[src/rtl/vedic_mul_pipe_pkg.sv]
// vedic_mul_pipe_pkg: shared stage-count constants and latency helpers
package vedic_mul_pipe_pkg;
    localparam int FRONT_STAGES = 1;
    localparam int OUT_STAGES = 1;
    localparam int LEVEL_STAGES = 3;

    function automatic int clog2(input int v);
        int r;
        r = 0;
        for (int i = 0; i < 31; i++) if ((1 << i) < v) r = i + 1;
        return r;
    endfunction

    function automatic int vedic_lat(input int w);
        return LEVEL_STAGES * clog2(w);
    endfunction

    function automatic int core_lat(input int w);
        return vedic_lat(w) - FRONT_STAGES - OUT_STAGES;
    endfunction
endpackage

[src/rtl/vedic_mul_pipe_if.sv]
// vedic_mul_pipe_if: operand/result valid-ready bus of the multiplier
interface vedic_mul_pipe_if #(
    parameter int WIDTH = 8,
    parameter int TAG_W = 4
);
    logic in_valid;
    logic in_ready;
    logic [WIDTH-1:0] a;
    logic [WIDTH-1:0] b;
    logic signed_mode;
    logic [TAG_W-1:0] tag_in;
    logic out_valid;
    logic out_ready;
    logic [2*WIDTH-1:0] result;
    logic [TAG_W-1:0] tag_out;

    modport master (
        output in_valid, a, b, signed_mode, tag_in, out_ready,
        input in_ready, out_valid, result, tag_out
    );

    modport slave (
        input in_valid, a, b, signed_mode, tag_in, out_ready,
        output in_ready, out_valid, result, tag_out
    );
endinterface

[src/rtl/vedic_mul_pipe_core.sv]
// vedic_core: recursive unsigned Urdhva-Tiryakbhyam multiplier, 3 stages per doubling over a 1-stage 2x2 leaf
module vedic_core
    import vedic_mul_pipe_pkg::*;
#(
    parameter int N = 8
) (
    input logic clk,
    input logic reset,
    input logic en_i,
    input logic v_i,
    input logic [N-1:0] x_i,
    input logic [N-1:0] y_i,
    output logic v_o,
    output logic [2*N-1:0] p_o,
    output logic busy_o
);
    if (N == 2) begin : g_leaf
        logic v_q;
        logic [3:0] p_q;
        // leaf valid bit
        always_ff @(posedge clk) begin
            if (reset) v_q <= 1'b0;
            else if (en_i) v_q <= v_i;
        end
        // 2x2 product
        always_ff @(posedge clk) begin
            if (en_i) p_q <= {2'b00, x_i} * {2'b00, y_i};
        end
        assign v_o = v_q;
        assign p_o = p_q;
        assign busy_o = v_q;
    end else begin : g_node
        localparam int H = N / 2;
        logic [N-1:0] hh, hl, lh, ll;
        logic [3:0] sv, sb;
        logic [LEVEL_STAGES-1:0] v_q;
        logic [N:0] cross_q, mid_q;
        logic [N-1:0] hh1_q, ll1_q, hh2_q, hi_q, lo_q;
        logic [H-1:0] ll2_q;

        vedic_core #(.N(H)) u_hh (.clk(clk), .reset(reset), .en_i(en_i), .v_i(v_i), .x_i(x_i[N-1:H]), .y_i(y_i[N-1:H]), .v_o(sv[3]), .p_o(hh), .busy_o(sb[3]));
        vedic_core #(.N(H)) u_hl (.clk(clk), .reset(reset), .en_i(en_i), .v_i(v_i), .x_i(x_i[N-1:H]), .y_i(y_i[H-1:0]), .v_o(sv[2]), .p_o(hl), .busy_o(sb[2]));
        vedic_core #(.N(H)) u_lh (.clk(clk), .reset(reset), .en_i(en_i), .v_i(v_i), .x_i(x_i[H-1:0]), .y_i(y_i[N-1:H]), .v_o(sv[1]), .p_o(lh), .busy_o(sb[1]));
        vedic_core #(.N(H)) u_ll (.clk(clk), .reset(reset), .en_i(en_i), .v_i(v_i), .x_i(x_i[H-1:0]), .y_i(y_i[H-1:0]), .v_o(sv[0]), .p_o(ll), .busy_o(sb[0]));

        // valid shift through the three combine stages; the four sub-cores run in lockstep
        always_ff @(posedge clk) begin
            if (reset) v_q <= '0;
            else if (en_i) v_q <= {v_q[LEVEL_STAGES-2:0], &sv};
        end
        // cross sum, middle fold, then high add; the top carry is provably zero so hi stays N bits
        always_ff @(posedge clk) begin
            if (en_i) begin
                cross_q <= {1'b0, hl} + {1'b0, lh};
                hh1_q <= hh;
                ll1_q <= ll;
                mid_q <= cross_q + {{(H+1){1'b0}}, ll1_q[N-1:H]};
                hh2_q <= hh1_q;
                ll2_q <= ll1_q[H-1:0];
                hi_q <= hh2_q + {{(H-1){1'b0}}, mid_q[N:H]};
                lo_q <= {mid_q[H-1:0], ll2_q};
            end
        end
        assign v_o = v_q[LEVEL_STAGES-1];
        assign p_o = {hi_q, lo_q};
        assign busy_o = |{sb, v_q};
    end
endmodule

[src/rtl/vedic_mul_pipe.sv]
// vedic_mul_pipe: pipelined signed/unsigned Vedic multiplier with tag sideband and valid/ready flow control
module vedic_mul_pipe
    import vedic_mul_pipe_pkg::*;
#(
    parameter int WIDTH = 8,
    parameter int TAG_W = 4
) (
    input logic clk,
    input logic reset,
    vedic_mul_pipe_if.slave bus,
    output logic busy
);
    localparam int CL = core_lat(WIDTH);

    logic adv;
    logic [WIDTH-1:0] mag_a_d, mag_b_d, mag_a_q, mag_b_q;
    logic neg_d, v0_q, core_v, core_busy;
    logic [CL:0] neg_q;
    logic [TAG_W-1:0] tag_q [CL+1];
    logic [2*WIDTH-1:0] core_p;

    assign adv = !(bus.out_valid && !bus.out_ready);
    assign bus.in_ready = adv;
    assign busy = v0_q | core_busy | bus.out_valid;

    // sign-magnitude split; the most negative value maps to 2^(WIDTH-1), which fits unsigned
    always_comb begin
        mag_a_d = (bus.signed_mode && bus.a[WIDTH-1]) ? -bus.a : bus.a;
        mag_b_d = (bus.signed_mode && bus.b[WIDTH-1]) ? -bus.b : bus.b;
        neg_d = bus.signed_mode & (bus.a[WIDTH-1] ^ bus.b[WIDTH-1]);
    end

    // input stage valid bit
    always_ff @(posedge clk) begin
        if (reset) v0_q <= 1'b0;
        else if (adv) v0_q <= bus.in_valid;
    end

    // operand magnitudes plus neg/tag delay lines matched to the core depth
    always_ff @(posedge clk) begin
        if (adv) begin
            mag_a_q <= mag_a_d;
            mag_b_q <= mag_b_d;
            neg_q <= {neg_q[CL-1:0], neg_d};
            tag_q[0] <= bus.tag_in;
            for (int i = 1; i <= CL; i++) tag_q[i] <= tag_q[i-1];
        end
    end

    vedic_core #(.N(WIDTH)) u_core (
        .clk(clk),
        .reset(reset),
        .en_i(adv),
        .v_i(v0_q),
        .x_i(mag_a_q),
        .y_i(mag_b_q),
        .v_o(core_v),
        .p_o(core_p),
        .busy_o(core_busy)
    );

    // sign restore and output register; result/tag hold their last value between operations
    always_ff @(posedge clk) begin
        if (reset) begin
            bus.out_valid <= 1'b0;
            bus.result <= '0;
            bus.tag_out <= '0;
        end else if (adv) begin
            bus.out_valid <= core_v;
            if (core_v) begin
                bus.result <= neg_q[CL] ? -core_p : core_p;
                bus.tag_out <= tag_q[CL];
            end
        end
    end
endmodule

[src/flat_wrapper.sv]
// flat-port wrapper written by rule: the top's interface ports become plain ports
module vedic_mul_pipe_flat import vedic_mul_pipe_pkg::*;
#(
    parameter int WIDTH = 8,
    parameter int TAG_W = 4
)
  (clk, reset, busy, bus_in_valid, bus_a, bus_b, bus_signed_mode, bus_tag_in, bus_out_ready, bus_in_ready, bus_out_valid, bus_result, bus_tag_out);
  vedic_mul_pipe_if #(.WIDTH(WIDTH), .TAG_W(TAG_W)) bus_i ();
  input logic clk;
  input logic reset;
  output logic busy;
  input wire logic [$bits(bus_i.in_valid)-1:0] bus_in_valid;
  input wire logic [$bits(bus_i.a)-1:0] bus_a;
  input wire logic [$bits(bus_i.b)-1:0] bus_b;
  input wire logic [$bits(bus_i.signed_mode)-1:0] bus_signed_mode;
  input wire logic [$bits(bus_i.tag_in)-1:0] bus_tag_in;
  input wire logic [$bits(bus_i.out_ready)-1:0] bus_out_ready;
  output wire logic [$bits(bus_i.in_ready)-1:0] bus_in_ready;
  output wire logic [$bits(bus_i.out_valid)-1:0] bus_out_valid;
  output wire logic [$bits(bus_i.result)-1:0] bus_result;
  output wire logic [$bits(bus_i.tag_out)-1:0] bus_tag_out;
  assign bus_i.in_valid = bus_in_valid;
  assign bus_i.a = bus_a;
  assign bus_i.b = bus_b;
  assign bus_i.signed_mode = bus_signed_mode;
  assign bus_i.tag_in = bus_tag_in;
  assign bus_i.out_ready = bus_out_ready;
  assign bus_in_ready = bus_i.in_ready;
  assign bus_out_valid = bus_i.out_valid;
  assign bus_result = bus_i.result;
  assign bus_tag_out = bus_i.tag_out;
  vedic_mul_pipe #(.WIDTH(WIDTH), .TAG_W(TAG_W)) u_core (.clk(clk), .reset(reset), .bus(bus_i), .busy(busy));
endmodule
[config.mk]
export PLATFORM = sky130hd
export DESIGN_NAME = vedic_mul_pipe_flat
export DESIGN_NICKNAME = d
export VERILOG_FILES = /design/src/rtl/vedic_mul_pipe_pkg.sv /design/src/rtl/vedic_mul_pipe_if.sv /design/src/rtl/vedic_mul_pipe_core.sv /design/src/rtl/vedic_mul_pipe.sv /design/src/flat_wrapper.sv
export SDC_FILE = /design/constraint.sdc
export NUM_CORES = 1
export LEC_CHECK = 0
export ABC_AREA = 1
export CORE_MARGIN = 4
export CORE_UTILIZATION = 35
export DETAILED_ROUTE_END_ITERATION = 16
export PLACE_DENSITY = 0.57
export SYNTH_ARGS = -nofsm -noshare
export SYNTH_HDL_FRONTEND = slang
export SYNTH_HIERARCHICAL = 1
export SYNTH_SLANG_ARGS = --single-unit
[constraint.sdc]
create_clock -name clk -period 18.5 [get_ports clk]
set_clock_uncertainty 0.15 [all_clocks]
set_input_delay 4.625 -clock clk [delete_from_list [all_inputs] [get_ports clk]]
set_output_delay 4.625 -clock clk [all_outputs]
set_load 0.02 [all_outputs]
Yosys cells after proc, flatten, opt, wreduce, memory -nomap -nowiden
Memory sizes are Yosys's and may differ from the RTL's. A register that Yosys moved wholly into a read port is not among the register bits.
Index checks and enable logic that the tools add are counted.
{"block": "totals", "ff_bits": 312, "mem_bits_rw": 32, "in_bits": 25, "out_inout_bits": 23, "word_cells": 120, "mem_count": 1}
{"memory": "u_core.tag_q", "depth": 8, "word_bits": 4, "read_ports": 8, "rd_clocked_by_memory_dff": 1, "wr": 8, "line_no": "vedic_mul_pipe.sv:19", "rtl": "logic [TAG_W-1:0] tag_q [CL+1];"}
{"block": "op_classes", "addsub": 18, "mul": 16, "n_mux": 4, "bitwise": 5, "reduce_logical": 8}
{"operator": "2-bit by 2-bit multiplier with 4-bit output", "count": 16}
{"operator": "4-bit by 4-bit adder with 5-bit output", "count": 4}
{"operator": "5-bit by 2-bit adder with 5-bit output", "count": 4}
{"operator": "4-bit by 3-bit adder with 4-bit output", "count": 4}
{"operator": "16-bit 2-to-1 mux", "count": 1}
{"operator": "8-bit 2-to-1 mux", "count": 2}
{"operator": "16-bit negation", "count": 1}
{"operator": "8-bit negation", "count": 2}
{"operator": "16-bit OR reduction", "count": 1}
{"operator": "8-bit by 8-bit adder with 9-bit output", "count": 1}
{"operator": "9-bit by 4-bit adder with 9-bit output", "count": 1}
{"operator": "8-bit by 5-bit adder with 8-bit output", "count": 1}
{"operator": "4-bit AND reduction", "count": 1}
{"operator": "1-bit logical AND", "count": 3}
{"operator": "1-bit logical NOT", "count": 2}
{"operator": "1-bit bitwise OR", "count": 2}
{"operator": "2-bit AND reduction", "count": 1}
{"operator": "1-bit AND", "count": 1}
{"operator": "1-bit 2-to-1 mux", "count": 1}
{"operator": "1-bit inverter", "count": 1}
{"operator": "1-bit XOR", "count": 1}

Longest topological paths before layout
Gate-level depths: netlist (run 1).
{"block": "logic_depth", "ltp_word": 4, "depth_mapped": 11, "ltp_nobuf": 11}

Cells and area by module
The synthesis (run 1) kept the hierarchy.
{"module": "vedic_core at u_core.u_core.g_node.u_hh ...", "n_inst": 4, "cells_each": 108, "area_per_inst_um2": 1465.2, "seq_area_each_um2": 1021.0}
{"module": "vedic_core at u_core.u_core.g_node.u_hh.g_node.u_hh ...", "n_inst": 16, "cells_each": 22, "area_per_inst_um2": 227.7, "seq_area_each_um2": 140.1}
{"module": "vedic_mul_pipe", "n_inst": 1, "cells_each": 314, "area_per_inst_um2": 3260.6, "seq_area_each_um2": 2122.0}
{"module": "vedic_core at u_core.u_core", "n_inst": 1, "cells_each": 235, "area_per_inst_um2": 2891.5, "seq_area_each_um2": 1921.8}

Least setup slack after synthesis (run 1)
Ideal clock, no wire load.
{"block": "synth_path", "path_kind": "input to output", "start": "input bus_out_ready", "end": "output bus_in_ready", "t_arrival_ps": 11451, "required_ps": 13725, "setup_slack_ps": 2274, "path_stages": 2, "n_path_buf": 0, "cell_sequence": "nor2_2 inv_1"}
{"block": "synth_via", "elab_chain_cells": 3}
{"element": "start: declaration", "line_no": "flat_wrapper.sv:17", "rtl": "input wire logic [$bits(bus_i.out_ready)-1:0] bus_out_ready;"}
{"element": "1-bit logical NOT", "line_no": "vedic_mul_pipe.sv:22", "rtl": "assign adv = !(bus.out_valid && !bus.out_ready);"}
{"element": "1-bit logical AND", "line_no": "vedic_mul_pipe.sv:22"}
{"element": "1-bit logical NOT", "line_no": "vedic_mul_pipe.sv:22"}
{"element": "end: declaration", "line_no": "flat_wrapper.sv:18", "rtl": "output wire logic [$bits(bus_i.in_ready)-1:0] bus_in_ready;"}
No other way between the ends.

Final worst setup path (run 1)
Same ends and word-level chain as after synthesis.

==> results of run 1 <==
-- Yosys cell counts (4+ instances only) --
| master | n |
|---|---|
| a21oi_1 | 25 |
| buf_2 | 6 |
| buf_4 | 16 |
| dfxtp_1 | 53 |
| edfxtp_1 | 310 |
| fa_1 | 15 |
| ha_1 | 88 |
| inv_1 | 211 |
| nand2_1 | 276 |
| nand3_1 | 69 |
| nand3b_1 | 6 |
| nor2_1 | 123 |
| nor2_2 | 21 |
| nor3_1 | 5 |
| o21ai_0 | 38 |
| o21ai_1 | 4 |
| or2_1 | 4 |
| xnor2_1 | 18 |
| xor2_1 | 22 |
-- layout make-up --
cell class                      count  area share [%]
Sequential cell                   363            57.5
Multi-Input combinational cell    734            24.0
Clock buffer                       51            5.90
Inverter                          213            4.48
Tap cell                          592            4.11
Timing Repair Buffer               50            2.80
Clock inverter                     22            1.21
-- worst paths after layout --
path,from,end,slack [ns],cells past startpoint
worst max register to register,u_core/bus.out_valid,u_core/u_core/g_node.u_ll/g_node.u_ll/p_o[2],15.50,5
worst min-delay path,u_core/tag_q[2][1],u_core/tag_q[3][1],0.26,0
worst min register to register,u_core/tag_q[2][1],u_core/tag_q[3][1],0.26,0
worst max-delay path,bus_out_ready,bus_in_ready,7.38,4
-- worst reg2reg max path, delay by kind of cell (launching register included) --
family	cells	cell delay [ns]
buffers and inverters	4	1.99
flip-flops	1	0.32
AND/OR/NAND/NOR	1	0.07
-- sequential cells by signal, summed over array words and instances, names as in the netlist, 8 cells and up --
name	cells
u_core/u_core/g_node.hh2_q	8
u_core/bus.result	16
u_core/u_core/g_node.cross_q	9
u_core/mag_b_q	8
u_core/u_core/g_node.lo_q	8
u_core/u_core/g_node.ll1_q	8
u_core/u_core/g_node.mid_q	9
u_core/u_core/g_node.hh1_q	8
u_core/mag_a_q	8
u_core/u_core/g_node.hi_q	8
u_core/tag_q	32
u_core/neg_q	8
-- layout by cell type, fill, tap and decap left out, types with 22 or more instances in the layout --
| cell | n |
|---|---|
| edfxtp_1 | 310 |
| dfxtp_1 | 53 |
| nor2_1 | 123 |
| nand2_1 | 276 |
| ha_1 | 88 |
| clkdlybuf4s50_1 | 47 |
| a21oi_1 | 25 |
| clkbuf_16 | 41 |
| inv_1 | 210 |
| nand3_1 | 69 |
| xor2_1 | 22 |
| o21ai_0 | 38 |
-- cells by family after synthesis --
group / Yosys count
AO/OA/AOI/OAI: 75
XOR/XNOR: 40
adder cells (fa/ha/maj): 103
AND/OR/NAND/NOR: 516
flip-flops: 363
buffers and inverters: 236
-- power groups by stage --
| stage | Sequential, W | Combinational, W | Clock (W) |
|---|---|---|---|
| after floorplan | 0.00114 | 0.000241 | 0 |
| after detailed placement | 0.00117 | 0.000298 | 0 |
| after global placement | 0.00116 | 0.000289 | 0 |
| final | 0.00115 | 0.000297 | 0.000768 |
| after CTS | 0.00115 | 0.000301 | 0.000799 |
| after global routing | 0.00117 | 0.000354 | 0.000832 |
-- stage by stage --
stage	worst slack [ns]	utilization, %	area, um^2	instances	power [W]
final	7.38	40.8	18000	2025	0.00221
after global routing	7.29	40.8	18000	2025	0.00235
after CTS	7.32	40.8	18000	2025	0.00225
after detailed placement	7.33	37.9	16700	1952	0.00147
after global placement	7.32	37.9	16700	1952	0.00145
after floorplan	2.27	-	15700	1333	0.00138
-- routing by layer --
layer / GRT usage (%) / vias up / part of all wire (%) / routed length (um)
met4: 4.04 / 0 / 2.7 / 636
li1: - / 4536 / - / -
met2: 17.2 / 129 / 48 / 11400
met1: 13.0 / 4071 / 46 / 11000
met5: 0 / - / 0 / 0
met3: 2.29 / 45 / 4.0 / 970
==> flow_metrics.tcl, run 1 <==
set metrics [dict create \
    slew_viol_final 0 \
    clock_sinks 363 \
    start_kind "input port" \
    timing.critical_path.buf_inv 3 \
    timing.final.crit_period_ns 11.12 \
    slowest_delay_ns 0.75 \
    ys_warn_count 6 \
    swShare_pct 24.9 \
    post_cts_buffers 0 \
    cts_root_buf "clkbuf_16" \
    switchingPower_w 0.000551 \
    multiInputGateArea_mm2 0.00432 \
    synth_ff_type "edfxtp_1" \
    required_ns 13.73 \
    synthAdderAreaFrac_pct 8.95 \
    nets 1530 \
    viasPerCell 4.34 \
    hold_viol_final 0 \
    cts_made_buffers 40 \
    die_h_um 220 \
    overflow 0 \
    grt_pass1_wl_mm 40.8 \
    vias 8781 \
    clock_latency_ns 0.54 \
    tightest_slew_ns 1.14 \
    initial_core_util_pct 35.4 \
    clk_pin_slew_ns 0.05 \
    io_buffers 47 \
    dieArea_mm2 0.0482 \
    cp_max_fo 82 \
    antenna_left 0 \
    p_int_w 0.00166 \
    pwr-share-comb_pct 13.4 \
    cp_common_cell "clkdlybuf4s50_1" \
    die_w_um 220 \
    synth_top_cell_by_area "edfxtp_1" \
    synth_compound_area_share_pct 2.59 \
    synth-edff-count 310 \
    syn_area_per_cell_um2 11.7 \
    antenna_cells 0 \
    synthSimpleGateAreaFrac_pct 13.8 \
    end_kind "primary output" \
    grt_max_degree 151 \
    holdBufCountCts 0 \
    critPathArrivalTime_ns 6.34 \
    synth_area_mm2 0.0157 \
    area_growth_pct 15.2 \
    synth-xor-area-share_pct 2.24 \
    regArea_mm2 0.0104 \
    drc 0 \
    max_freq_ghz 0.0900 \
    grt_use_total_pct 10.3 \
    p_per_area_mw_per_mm2 123 \
    wl_mm 24.0 \
    post_synth_num_cell_types 36 \
    ys_top_cells_by_area "edfxtp_1 59%, ha_1 7.0%, dfxtp_1 6.8%, nand2_1 6.6%, inv_1 5.1%" \
    drv_cap 0 \
    setup_tns_ns 0 \
    vdd_drop_max_mv 0.0474 \
    setup_viol 0 \
    synth_top_family_by_area "simple AND/OR/NAND/NOR gates" \
    grt_antenna_before_repair 0 \
    yosys-mux-area-fraction_pct 0 \
    ioPinCount 48 \
    cp_top_family "buffers and inverters" \
    outcome "complete, no violations" \
    finalCritPeriodShare_pct 60.1 \
    slowest_stage "clkdlybuf4s50_1" \
    ys_ff_latch 363 \
    p_leak_nw 8.28 \
    syn-num-nets 1461 \
    synthCells 1333 \
    cts_tree "yes" \
    seqPwrFrac_pct 51.9 \
    synth.top_cell.area_share_pct 59.5 \
    yosysSeqAreaShare_pct 66.2 \
    critPathKind "input port to primary output" \
    slew_headroom_pct 23.8 \
    fillCellCount 4153 \
    core_area_mm2 0.0442 \
    path_cells "clkdlybuf4s50_1, nor2_2, inv_8, clkdlybuf4s50_1" \
    wl_per_cell_um 11.8 \
    cts_max_level 2 \
    dp_hpwl_mm 15.5 \
    grt_pass1_vias 8747 \
    clock_path_buffers 3 \
    first_pass_iters 4 \
    cts.repair.resized 0 \
    drt_iter0_drc 594 \
    drive_above_1_share_pct 6.35 \
    rows 77 \
    p_clk_share_pct 34.7 \
    min_path_type "flip-flop to flip-flop" \
    ys_async_sr_fraction_pct 0 \
    grt_setup_unrepaired "false" \
    gp_congestion 0.776 \
    holdWs_ns 0.260 \
]
(Power assumes the default switching activity.)
==> run 2: changes to the inputs <==
==> constraint.sdc (replaced) <==
create_clock -name clk -period 11.3 [get_ports clk]
set_clock_uncertainty 0.15 [all_clocks]
set_input_delay 2.825 -clock clk [delete_from_list [all_inputs] [get_ports clk]]
set_output_delay 2.825 -clock clk [all_outputs]
set_load 0.02 [all_outputs]
==> flow_metrics.tcl, run 2 (synthesis results as in run 1) <==
set metrics [dict create \
    top_register "u_core/tag_q" \
    pwr-share-comb_pct 13.4 \
    required_ns 8.33 \
    gp_congestion 0.794 \
    outcome "complete, no violations" \
    holdBufCountCts 0 \
    slew_headroom_pct 23.8 \
    initial_core_util_pct 35.4 \
    first_pass_iters 5 \
    rows 77 \
    viasPerCell 4.31 \
    grt_use_total_pct 10.2 \
    vdd_drop_max_mv 0.0992 \
    critPathKind "input port to primary output" \
    area_growth_pct 15.4 \
    critPathArrivalTime_ns 4.86 \
    dieArea_mm2 0.0482 \
    cts_tree "yes" \
    layout_commonest_cell "edfxtp_1" \
    setup_viol 0 \
    p_per_area_mw_per_mm2 202 \
    vias 8739 \
    antenna_cells 0 \
    antenna_left 0 \
    p_leak_nw 8.30 \
    timing.final.crit_period_ns 7.84 \
    seqPwrFrac_pct 51.5 \
    wl_mm 23.7 \
    m1WireLength_mm 10.8 \
    core_area_mm2 0.0442 \
    io_buffers 47 \
    clock_latency_ns 0.52 \
    clk_pin_slew_ns 0.06 \
    min_path_type "flip-flop to flip-flop" \
    swShare_pct 24.6 \
    switchingPower_w 0.000899 \
    dp_hpwl_mm 15.7 \
    final_cell_mix "310 x edfxtp_1, 276 x nand2_1, 210 x inv_1" \
    topRoutingLayerUsed "met4" \
    cts_max_level 2 \
    drv_cap 0 \
    grt_max_degree 152 \
    power.total_w 0.00365 \
    post_cts_buffers 0 \
    p_int_w 0.00275 \
    wl_per_cell_um 11.7 \
    drc 0 \
    route.met3.wl_mm 1.02 \
    cts.repair.resized 0 \
    hold_viol_final 0 \
    end_kind "primary output" \
    grt_pass1_wl_mm 40.8 \
    drive_above_1_share_pct 6.49 \
    slew_viol_final 0 \
    grt_antenna_before_repair 0 \
    drt_iter0_drc 534 \
    nets 1532 \
    ioPinCount 48 \
    overflow 0 \
    largest_reg_flops 32 \
    start_kind "input port" \
    setup_tns_ns 0 \
    max_freq_ghz 0.128 \
    tightest_slew_ns 1.14 \
    cts_root_buf "clkbuf_16" \
    die_w_um 220 \
    cts_made_buffers 41 \
    die_h_um 220 \
    dr_wl_met2_mm 11.2 \
    clock_sinks 363 \
    cp_max_fo 60 \
    finalCritPeriodShare_pct 69.4 \
    p_clk_share_pct 35.1 \
    top_regs "u_core/tag_q (32), u_core/bus.result (16)" \
    clock_path_buffers 3 \
    grt_setup_unrepaired "false" \
    grt_pass1_vias 8768 \
]
## run 2: cell types whose count changed in the layout (fill, tap and decap cells not counted), moves of 2 or more
cell | previous run | this run
clkbuf_16 | 41 | 43
clkinv_2 | 5 | 7
clkinv_4 | 2 | 0
clkinvlp_4 | 1 | 3
## run 2: worst max-delay path, cell delays in order
cell	delay [ns]
clkdlybuf4s50_1	0.47
nor2_2	0.07
clkinvlp_4	0.06
buf_4	0.52
clkdlybuf4s50_1	0.84
## run 2: power by group through the flow
stage | Combinational [W] | Clock [W] | Sequential, W
after floorplan | 0.000395 | 0 | 0.00186
after global placement | 0.000475 | 0 | 0.00191
after detailed placement | 0.000488 | 0 | 0.00191
after CTS | 0.000494 | 0.00133 | 0.00188
after global routing | 0.000580 | 0.00138 | 0.00191
final | 0.000487 | 0.00128 | 0.00188
## run 2: cell type report
type	count	area (um^2)
clock buffer	52	1110
inverter	213	803
multi-input combinational	734	4320
sequential	363	10400
clock inverter	21	205
tap	592	741
timing repair buffer	51	513
fill	4153	26200
## run 2: worst paths after layout
| check | from | to | slack, ns | cells after the start |
|---|---|---|---|---|
| max | bus_out_ready | bus_in_ready | 3.46 | 5 |
| min reg2reg | u_core/u_core/g_node.u_hh/g_node.hi_q[2] | u_core/u_core/g_node.hh1_q[6] | 0.26 | 0 |
| min | u_core/u_core/g_node.u_hh/g_node.hi_q[2] | u_core/u_core/g_node.hh1_q[6] | 0.26 | 0 |
| max reg2reg | u_core/bus.out_valid | u_core/u_core/g_node.u_ll/g_node.v_q[1] | 8.01 | 9 |
## run 2: routing by layer
| metal | track usage [%] | up-vias |
|---|---|---|
| met5 | 0 | - |
| met4 | 3.54 | 0 |
| met3 | 2.36 | 49 |
| met2 | 17.1 | 119 |
| met1 | 12.9 | 4028 |
| li1 | - | 4543 |
## run 2: stage by stage
stage	util (%)	hold WS (ns)	setup WS [ns]	instance area, um^2	std cells
6_report	40.9	0.264	3.46	18100	2026
5_1_grt	40.9	0.266	3.32	18100	2026
4_1_cts	40.9	0.263	3.37	18100	2026
3_5_place_dp	37.9	0.255	3.37	16700	1953
3_3_place_gp	37.9	0.251	3.40	16700	1953
2_1_floorplan	-	0.250	1.40	15700	1333
==> run 3: changes to the inputs <==
==> constraint.sdc (replaced) <==
create_clock -name clk -period 7.86 [get_ports clk]
set_clock_uncertainty 0.15 [all_clocks]
set_input_delay 1.965 -clock clk [delete_from_list [all_inputs] [get_ports clk]]
set_output_delay 1.965 -clock clk [all_outputs]
set_load 0.02 [all_outputs]
==> flow_metrics.tcl, run 3 (synthesis results as in run 1) <==
set metrics [dict create \
    cp_top_family "buffers and inverters" \
    p_leak_nw 8.29 \
    fin_util_pct 40.8 \
    dieArea_mm2 0.0482 \
    area_growth_pct 15.3 \
    end_kind "primary output" \
    tightest_slew_ns 0.971 \
    nets 1533 \
    initial_core_util_pct 35.4 \
    largest_reg_flops 32 \
    rows 77 \
    finalCritPeriodShare_pct 71.3 \
    io_buffers 47 \
    required_ns 5.75 \
    cts_tree "yes" \
    overflow 0 \
    cts_made_buffers 40 \
    dpl-instance-area_mm2 0.0168 \
    drive_above_1_share_pct 6.68 \
    grt_pass1_vias 8759 \
    hold_viol_final 0 \
    path_cells "clkdlybuf4s50_1, nor2_4, clkinvlp_4, clkdlybuf4s50_1" \
    seqPwrFrac_pct 51.8 \
    min_path_type "flip-flop to flip-flop" \
    grt_antenna_before_repair 0 \
    min_to "u_core/u_core/g_node.u_hh/g_node.ll1_q[3]" \
    top_regs "u_core/tag_q (32), u_core/bus.result (16)" \
    timing.critical_path.buf_inv 3 \
    grt_use_total_pct 10.3 \
    vdd_drop_max_mv 0.166 \
    layout_commonest_cell "edfxtp_1" \
    hp-start "u_core/u_core/g_node.u_hh/g_node.u_ll/p_o[3]" \
    pwr-share-comb_pct 13.3 \
    grt_setup_unrepaired "false" \
    slowest_delay_ns 0.67 \
    start_kind "input port" \
    clk_pin_slew_ns 0.05 \
    grt_pass1_wl_mm 41.2 \
    slew_headroom_pct 35.3 \
    swShare_pct 25.0 \
    top_register "u_core/tag_q" \
    antenna_cells 0 \
    wl_per_cell_um 11.6 \
    cp_max_fo 3 \
    fillCellCount 4105 \
    cp_common_cell "clkdlybuf4s50_1" \
    r2r_setup_slack_ns 4.35 \
    die_h_um 220 \
    critPathArrivalTime_ns 3.49 \
    r2r_end "u_core/u_core/g_node.u_hl/g_node.v_q[0]" \
    drc 0 \
    cts_root_buf "clkbuf_16" \
    viasPerCell 4.31 \
    drv_cap 0 \
    reg2reg_depth 9 \
    slew_viol_final 0 \
    post_cts_buffers 0 \
    vias 8737 \
    clock_latency_ns 0.54 \
    p_clk_share_pct 34.9 \
    max_freq_ghz 0.178 \
    cts.repair.resized 0 \
    timing.final.crit_period_ns 5.60 \
    setup_viol 0 \
    die_w_um 220 \
    dp_hpwl_mm 15.7 \
    first_pass_iters 5 \
    ioPinCount 48 \
    finish.instance_area_mm2 0.0181 \
    drt_iter0_drc 626 \
    slowest_stage "clkdlybuf4s50_1" \
    gp_congestion 0.823 \
    p_per_area_mw_per_mm2 289 \
    switchingPower_w 0.00130 \
    wl_mm 23.6 \
    clock_sinks 363 \
    p_int_w 0.00392 \
    whs_path_depth 0 \
    core_area_mm2 0.0442 \
    antenna_left 0 \
    final_cell_mix "310 x edfxtp_1, 276 x nand2_1, 210 x inv_1" \
    setup_tns_ns 0 \
    cts_max_level 2 \
    holdBufCountCts 0 \
    power.total_w 0.00522 \
    grt_max_degree 84 \
    critPathKind "input port to primary output" \
    outcome "complete, no violations" \
    worst_r2r_startpoint "u_core/bus.out_valid" \
    clock_path_buffers 3 \
]
==> run 3: changes by cell type in the layout (fill, tap and decap cells not counted), sizes merged <==
cell and delta:
clkinv -2, clkinvlp +1, inv +2, buf +2
==> run 3: how the worst max path moves through the flow <==
stage                              from                                      end  slack [ns]  cells past startpoint
after CTS                 bus_out_ready                             bus_in_ready        2.20                      4
after global placement    bus_out_ready                             bus_in_ready        2.22                      4
final                     bus_out_ready                             bus_in_ready        2.26                      4
after global routing      bus_out_ready                             bus_in_ready        2.21                      4
after floorplan           bus_out_ready                             bus_in_ready       -0.20                      2
after detailed placement  bus_out_ready  u_core/u_core/g_node.u_hl/g_node.v_q[0]        2.15                      9
==> run 3: through the flow <==
| stage | setup WS, ns | cells | hold WS (ns) |
|---|---|---|---|
| after detailed placement | 2.15 | 1955 | 0.255 |
| after floorplan | -0.200 | 1333 | 0.250 |
| after global placement | 2.22 | 1955 | 0.251 |
| after global routing | 2.21 | 2029 | 0.268 |
| after CTS | 2.20 | 2029 | 0.262 |
| final | 2.26 | 2029 | 0.264 |
==> run 3: routing by layer <==
metal	routed length (um)	global-route usage (%)	up-vias
li1	-	-	4551
met1	10800	13.3	4010
met2	11200	17.1	136
met3	1030	2.59	40
met4	605	3.52	0
met5	0	0	-
==> run 3: power groups by stage <==
stage | Clock [W] | Combinational (W) | Sequential, W
after floorplan | 0 | 0.000568 | 0.00267
after global placement | 0 | 0.000685 | 0.00274
after detailed placement | 0 | 0.000703 | 0.00275
after CTS | 0.00189 | 0.000709 | 0.00271
after global routing | 0.00198 | 0.000828 | 0.00275
final | 0.00182 | 0.000697 | 0.00270
==> run 3: worst register-to-register path, stage by stage, from the launching register on <==
cell	delay [ns]
dfxtp_1	0.31
inv_2	0.07
nor2_4	0.06
clkinvlp_4	0.14
buf_4	0.58
buf_4	0.78
buf_4	0.85
inv_1	0.27
nor2_1	0.15
nor2_1	0.05
==> run 3: cell type report <==
| cell class | instances | area (um^2) | area share, % |
|---|---|---|---|
| clock inverter | 22 | 226 | 1.25 |
| sequential | 363 | 10400 | 57.4 |
| tap | 592 | 741 | 4.10 |
| multi-input combinational | 734 | 4330 | 24.0 |
| timing repair buffer | 53 | 515 | 2.86 |
| inverter | 213 | 803 | 4.45 |
| clock buffer | 52 | 1070 | 5.91 |
